<file path="src/rtl/rtc_time_keeper.sv">
// Real-time clock core: a programmable prescaler produces a one-second tick
// that advances a 24-hour sec/min/hour counter. The block also provides a
// validated time-load path and a 12/24-hour display conversion.
module rtc_time_keeper #(
  parameter int unsigned P_COUNT_BIT = 30,
  parameter int unsigned P_SEC_BIT   = 6,
  parameter int unsigned P_MIN_BIT   = 6,
  parameter int unsigned P_HOUR_BIT  = 5
) (
  input  logic                   clk,
  input  logic                   reset,
  input  logic                   i_run_en,
  input  logic [P_COUNT_BIT-1:0] i_freq,
  input  logic                   i_mode_12h,
  input  logic                   i_load,
  input  logic [P_SEC_BIT-1:0]   i_load_sec,
  input  logic [P_MIN_BIT-1:0]   i_load_min,
  input  logic [P_HOUR_BIT-1:0]  i_load_hour,
  output logic                   o_tick,
  output logic [P_SEC_BIT-1:0]   o_sec,
  output logic [P_MIN_BIT-1:0]   o_min,
  output logic [P_HOUR_BIT-1:0]  o_hour,
  output logic                   o_pm,
  output logic                   o_day_tick,
  output logic                   o_load_err
);

  logic [P_COUNT_BIT-1:0] count_q;
  logic [P_COUNT_BIT-1:0] count_last;
  logic                   tick_q;
  logic                   day_tick_q;
  logic                   load_err_q;
  logic [P_SEC_BIT-1:0]   sec_q, sec_adv;
  logic [P_MIN_BIT-1:0]   min_q, min_adv;
  logic [P_HOUR_BIT-1:0]  hour_q, hour_adv;
  logic                   day_wrap;
  logic                   load_ok;

  // i_freq == 0 behaves like i_freq == 1 (tick every cycle).
  assign count_last = (i_freq == '0) ? '0 : i_freq - P_COUNT_BIT'(1);

  // Load values are checked at 32-bit unsigned width so no bits are lost.
  assign load_ok = (32'(i_load_sec) < 32'd60) && (32'(i_load_min) < 32'd60) &&
                   (32'(i_load_hour) < 32'd24);

  // Candidate time one second ahead, with sec->min->hour->day carries.
  always_comb begin
    sec_adv  = sec_q + P_SEC_BIT'(1);
    min_adv  = min_q;
    hour_adv = hour_q;
    day_wrap = 1'b0;
    if (sec_q >= P_SEC_BIT'(59)) begin
      sec_adv = '0;
      if (min_q >= P_MIN_BIT'(59)) begin
        min_adv = '0;
        if (hour_q >= P_HOUR_BIT'(23)) begin
          hour_adv = '0;
          day_wrap = 1'b1;
        end else begin
          hour_adv = hour_q + P_HOUR_BIT'(1);
        end
      end else begin
        min_adv = min_q + P_MIN_BIT'(1);
      end
    end
  end

  // Prescaler, time registers and status pulses; a valid load wins over a tick.
  always_ff @(posedge clk) begin
    if (reset) begin
      count_q    <= '0;
      tick_q     <= 1'b0;
      day_tick_q <= 1'b0;
      load_err_q <= 1'b0;
      sec_q      <= '0;
      min_q      <= '0;
      hour_q     <= '0;
    end else begin
      load_err_q <= i_load && !load_ok;
      day_tick_q <= 1'b0;
      if (i_load && load_ok) begin
        sec_q   <= i_load_sec;
        min_q   <= i_load_min;
        hour_q  <= i_load_hour;
        count_q <= '0;
        tick_q  <= 1'b0;
      end else begin
        if (tick_q) begin
          sec_q      <= sec_adv;
          min_q      <= min_adv;
          hour_q     <= hour_adv;
          day_tick_q <= day_wrap;
        end
        if (i_run_en) begin
          // >= also catches a count stranded above a freshly lowered i_freq.
          if (count_q >= count_last) begin
            count_q <= '0;
            tick_q  <= 1'b1;
          end else begin
            count_q <= count_q + P_COUNT_BIT'(1);
            tick_q  <= 1'b0;
          end
        end else begin
          tick_q <= 1'b0;
        end
      end
    end
  end

  // Display hour: stored time is always 24-hour, only the view changes.
  always_comb begin
    o_hour = hour_q;
    if (i_mode_12h) begin
      if (hour_q == '0) begin
        o_hour = P_HOUR_BIT'(12);
      end else if (hour_q > P_HOUR_BIT'(12)) begin
        o_hour = hour_q - P_HOUR_BIT'(12);
      end
    end
  end

  assign o_pm       = (hour_q >= P_HOUR_BIT'(12));
  assign o_tick     = tick_q;
  assign o_day_tick = day_tick_q;
  assign o_load_err = load_err_q;
  assign o_sec      = sec_q;
  assign o_min      = min_q;

endmodule

</file>
<file path="config.mk">
export PLATFORM = sky130hd
export DESIGN_NAME = rtc_time_keeper
export DESIGN_NICKNAME = d
export VERILOG_FILES = /design/src/rtl/rtc_time_keeper.sv
export SDC_FILE = /design/constraint.sdc
export NUM_CORES = 1
export LEC_CHECK = 0
export ABC_AREA = 1
export ABC_CLOCK_PERIOD_IN_PS = 2900
export BUFFER_PORTS_ARGS = -buffer_cell sky130_fd_sc_hd__buf_2
export CAP_MARGIN = 10
export CELL_PAD_IN_SITES_DETAIL_PLACEMENT = 2
export CELL_PAD_IN_SITES_GLOBAL_PLACEMENT = 2
export CORE_MARGIN = 5
export CORE_UTILIZATION = 31
export CTS_BUF_LIST = sky130_fd_sc_hd__clkbuf_4 sky130_fd_sc_hd__clkbuf_8
export DETAILED_ROUTE_END_ITERATION = 10
export PLACE_DENSITY = 0.85
export SETUP_SLACK_MARGIN = 0.02
export SLEW_MARGIN = 20
export SYNTH_ARGS = -nofsm -noshare
export SYNTH_HDL_FRONTEND = slang
export SYNTH_SLANG_ARGS = --single-unit
</file>
<file path="constraint.sdc">
create_clock -name clk -period 2.9 [get_ports clk]
set_input_delay 0.145 -clock clk [delete_from_list [all_inputs] [get_ports clk]]
set_output_delay 0.145 -clock clk [all_outputs]
set_load 0.02 [all_outputs]
</file>
---- Word-level counts from Yosys, hierarchy flattened ----
Index checks and enable logic that the tools add are counted.
word-level totals
  flip-flop bits (word level) ............. 50
  output and inout port bits .............. 21
  word-level logic and storage cells ...... 60
cells by class
  $add $sub $neg .......................... 6
  order comparisons ....................... 9
  muxes and demuxes ....................... 19
  bitwise gates (word level) .............. 4
  reductions and logical operators ........ 15
operators by type and width
  kind                                                                                 number
  30-bit 2-to-1 mux                                                                    2
  6-bit 2-to-1 mux                                                                     7
  5-bit 2-to-1 mux                                                                     8
  30-bit by 1-bit adder with 30-bit output, second input constant                      1
  30-bit greater-or-equal comparator                                                   1
  30-bit logical NOT                                                                   1
  30-bit by 1-bit subtractor with 30-bit output, second input constant                 1
  6-bit by 1-bit adder with 6-bit output, second input constant                        2
  6-bit greater-or-equal comparator, second input constant                             2
  6-bit less-than comparator, second input constant                                    2
  2-bit nonzero test                                                                   3
  5-bit by 1-bit adder with 5-bit output, second input constant                        1
  5-bit by 4-bit greater-or-equal comparator with 1-bit output, second input constant  1
  5-bit greater-or-equal comparator, second input constant                             1
  5-bit by 4-bit greater-than comparator with 1-bit output, second input constant      1
  5-bit logical NOT                                                                    1
  5-bit less-than comparator, second input constant                                    1
  5-bit OR reduction                                                                   1
  5-bit by 4-bit subtractor with 5-bit output, second input constant                   1
  1-bit logical AND                                                                    4
  1-bit inverter                                                                       4
  3-bit AND reduction                                                                  1
  3-bit OR reduction                                                                   1
  1-bit 2-to-1 mux                                                                     2
  other kinds (3)                                                                      3

---- Depth between registers and ports, before layout ----
  depth after elaboration ................. 6
  mapped depth ............................ 23
  gate-level depth less buffers ........... 22

---- Worst setup path before layout ----
OpenSTA, ideal clock, no wires.
  kind .................................... input -> register
  start ................................... input port i_freq[0]
  end ..................................... register count_q[1]
  arrival ................................. 2.409 ns
  required time ........................... 2.783 ns
  setup slack ............................. 0.374 ns
  stages .................................. 23
  buffers on the path ..................... 1
  cell sequence ........................... inv_1 -> ha_1 -> nand2_2 -> nor2_4 -> nand2_2 -> nor2_2 -> nand3_1 -> nor2_1 -> nand3_1 -> o21a_1 -> ha_1 -> nand2_1 -> nor2_1 -> nand2_1 -> nor2_1 -> nand2_1 -> nand2_1 -> nor2_1 -> nand2_1 -> nand2_1 -> nand2_1 -> buf_2 -> nor2_1
on the way
  word-level cells in the longest chain between the ends .. 4
ends and longest elaborated chain
  element                                                                              line  text
  start: declaration                                                                   13    input logic [P_COUNT_BIT-1:0] i_freq,
  30-bit by 1-bit subtractor with 30-bit output or 30-bit logical NOT (tied branches)  40    assign count_last = (i_freq == '0) ? '0 : i_freq - P_COUNT_BIT'(1);
  30-bit 2-to-1 mux *                                                                  40
  30-bit greater-or-equal comparator *                                                 96    if (count_q >= count_last) begin
  30-bit 2-to-1 mux *                                                                  96
  end signal: assignment                                                               100   count_q <= count_q + P_COUNT_BIT'(1);
  end: declaration                                                                     28    logic [P_COUNT_BIT-1:0] count_q;
Mark *: on every way between the ends. The rest lies on a longest branch, timed or not.
A chain may end at the register's enable or synchronous reset.

---- Worst setup path in the final report ----
  start ................................... input port i_freq[22]
  end ..................................... register count_q[20]
Same word-level chain as after synthesis.

==> run summary <==
CP delay by family, top -> simple AND/OR/NAND/NOR gates
hold_buf cts -> 0
Least-Margin Pin Slew -> 574 ps
status -> complete, no violations
worst hold start -> i_load
relative slew slack -> 61.7%
met1 WL -> 7020 microns
post-CTS sizing -> 0
fillcell total -> 1,848
post-synth top area share -> 22.1%
synth-to-layout area growth -> 19.3%
Final Setup Violations -> 0
Top cell by count, worst path -> nand2_1
CP Launch Point -> i_freq[22]
Initial Util -> 31.3%
sequential share of the synthesized area -> 22.1%
Design Power -> 1.52 mW
FF+latch count, synth -> 50
most common cell in the netlist -> nand2_1
Net Count, Synth -> 822
Die X -> 131 microns
GP Congestion -> 0.873
Worst path max stage delay -> 350 ps
die extent in y -> 131 microns
Tcrit/Tclk final -> 89.9%
initial DRC count -> 129
IO Count -> 73
Met2 Wirelength -> 8300 microns
Post-Syn Area -> 4520 sq um
crit path launch type -> input pin
worst-case clock buffer depth -> 2
clk_skew -> 8.95 ps
hold-critical path depth -> 3
# rows -> 44
Yosys warnings -> 0
first-pass GRT wire length -> 26,400 microns
post-layout util -> 37.4%
die area -> 17,100 sq um
r2r worst-path depth -> 13
cts bufs inserted -> 5
core area -> 14,400 sq um
synthesized netlist cell count -> 731
largest net degree at the start of global routing -> 31
WL met3 -> 381 microns
initial antenna violation count -> 0
PortBufs -> 72
detailed-route DRC error count -> 0
WL/cell -> 16.0 microns
RSZ-0062 raised after global routing -> false
dominant cells by area after synthesis -> dfxtp_1 22%, nand2_1 16%, ha_1 11%
LEAKAGE -> 2.65 nW
final WL -> 16,100 microns
max-slew violation count -> 0
antenna cells -> 0
synth cell count leaders -> 189 x nand2_1, 118 x nor2_1, 90 x inv_1, 64 x nand3_1, 50 x dfxtp_1
H-tree depth -> 2
critical-path maximum fanout -> 15
clock latency on the worst-skew pair -> 310 ps
Synth Area per Inst -> 6.18 sq um
CTS tree -> done
# clock sinks -> 50
nets -> 913
CP max stage cell -> nor3_1
buffer count from post-CTS setup fixing -> 0
PwrDens -> 282 nW/um^2
Post-synth EDFFs -> 0
clk slew on worst S/H paths -> 90 ps
TritonRoute pass-1 iters -> 4
critical path class -> in -> reg
root buf cell -> clkbuf_8
VDD IR-drop max -> 0.000185 V
vias -> 5,018
Synth cell types -> 37
total global routing overflow -> 0
crit-path cells -> buf_2, nor2_1, nand2_1, nor3_1, nand3_4, clkinv_4, a21oi_1, o21ai_0, ha_1, nand2_1, nor2_1, nand2_1, nor2_1, nand2_1, nand2_1, nor2_1, nand2_1, nand2_1, nand2_4, clkbuf_16, nor2_1
CP Buf/Inv Count -> 3
WP depth -> 21
post-route ant nets -> 0
Max Clk Rate -> 384 MHz
Crit path arrival time -> 2810 ps
vias in the first global route -> 5,583
critical path endpoint category -> flop
ys flop type -> dfxtp_1
leading area contributor after synthesis -> dfxtp_1
dpl hpwl -> 13,600 microns
max_cap viols -> 0
Top Layer Used -> met4
Fin. Hold Viols -> 0
ys async rst share -> 0%
fin crit period -> 2610 ps
Via density -> 4.99
fraction of layout cells with a size suffix above 1 -> 18.9%
worst r2r src -> count_q[13]
Data required, critical path -> 3110 ps
Total GRT Usage -> 19.0%
HP Class -> in -> reg
-- power breakdown --
part           switching (mW)  internal [mW]  total (mW)
clock                   0.240          0.176       0.416
combinational           0.236          0.140       0.376
sequential             0.0242          0.704       0.729
total                   0.500           1.02        1.52
-- state kept, by name, indices dropped and copies added, names as in the netlist --
signal,count
o_tick,1
hour_q,5
o_sec,6
o_day_tick,1
count_q,30
o_min,6
o_load_err,1
-- area by class of cell --
class                           count  area (sq um)  share of cell area, %
Timing Repair Buffer               93           552                   10.2
Inverter                           97           369                   6.84
Clock inverter                      1          7.51                  0.139
Sequential cell                    50          1000                   18.6
Clock buffer                        6          76.3                   1.41
Multi-Input combinational cell    575          3160                   58.5
Tap cell                          184           230                   4.27
-- cell families (layout without fill, tap and decap cells) --
kind of cell               count (synthesis)  count (layout)  synth area share (%)
DFF                                       50              50                  22.1
AOI/OAI and AO/OA                         56              56                  6.75
adders and majority gates                 39              39                  10.8
buffers and inverters                    106             197                  9.33
xor gates and xnor gates                  33              33                  6.39
and+or+nand+nor                          447             447                  44.6
-- worst reg2reg max path, delay by kind of cell (launching register included) --
kind	cells	cell delay, ps
adder cells (fa/ha/maj)	1	340
AND/OR/NAND/NOR	11	1010
buffers and inverters	1	180
flip-flops	1	400
-- per-stage QoR --
stage	cells	setup slack, ps	setup TNS, ps	instance area, sq um	hold slack [ps]
global route	1006	38.7	0	5390	72.0
floorplan	731	374	0	4520	214
global placement	998	-8.70	-196	5220	393
finish	1006	294	0	5390	74.1
detailed placement	998	-236	-6740	5220	405
CTS	1005	90.1	0	5300	57.9
-- path summary, 6_finish.rpt --
check | slack (ps) | end
worst max-delay path | 290 | count_q[20]
worst min-delay path | 70 | o_load_err
worst max register to register | 880 | count_q[20]
worst min register to register | 560 | hour_q[1]
-- per-layer routing --
metal / vias to the layer above / GRT usage, %
met2: 75 / 36.2
met3: 19 / 1.54
met5: - / 0
met1: 2409 / 22.6
met4: 0 / 5.20
li1: 2515 / -
-- cell usage in the layout, fill, tap and decap left out, drive strengths merged, types with 8 or more instances in the layout --
cell | synthesis | final
dfxtp | 50 | 50
nand2 | 198 | 198
or2 | 8 | 8
xor2 | 26 | 26
nor2 | 130 | 130
ha | 39 | 39
nand4 | 18 | 18
nor3 | 15 | 15
inv | 97 | 96
buf | 9 | 92
o21ai | 18 | 18
nand3 | 67 | 67
a21oi | 28 | 28
No activity file was read; power rests on OpenSTA's default activity.
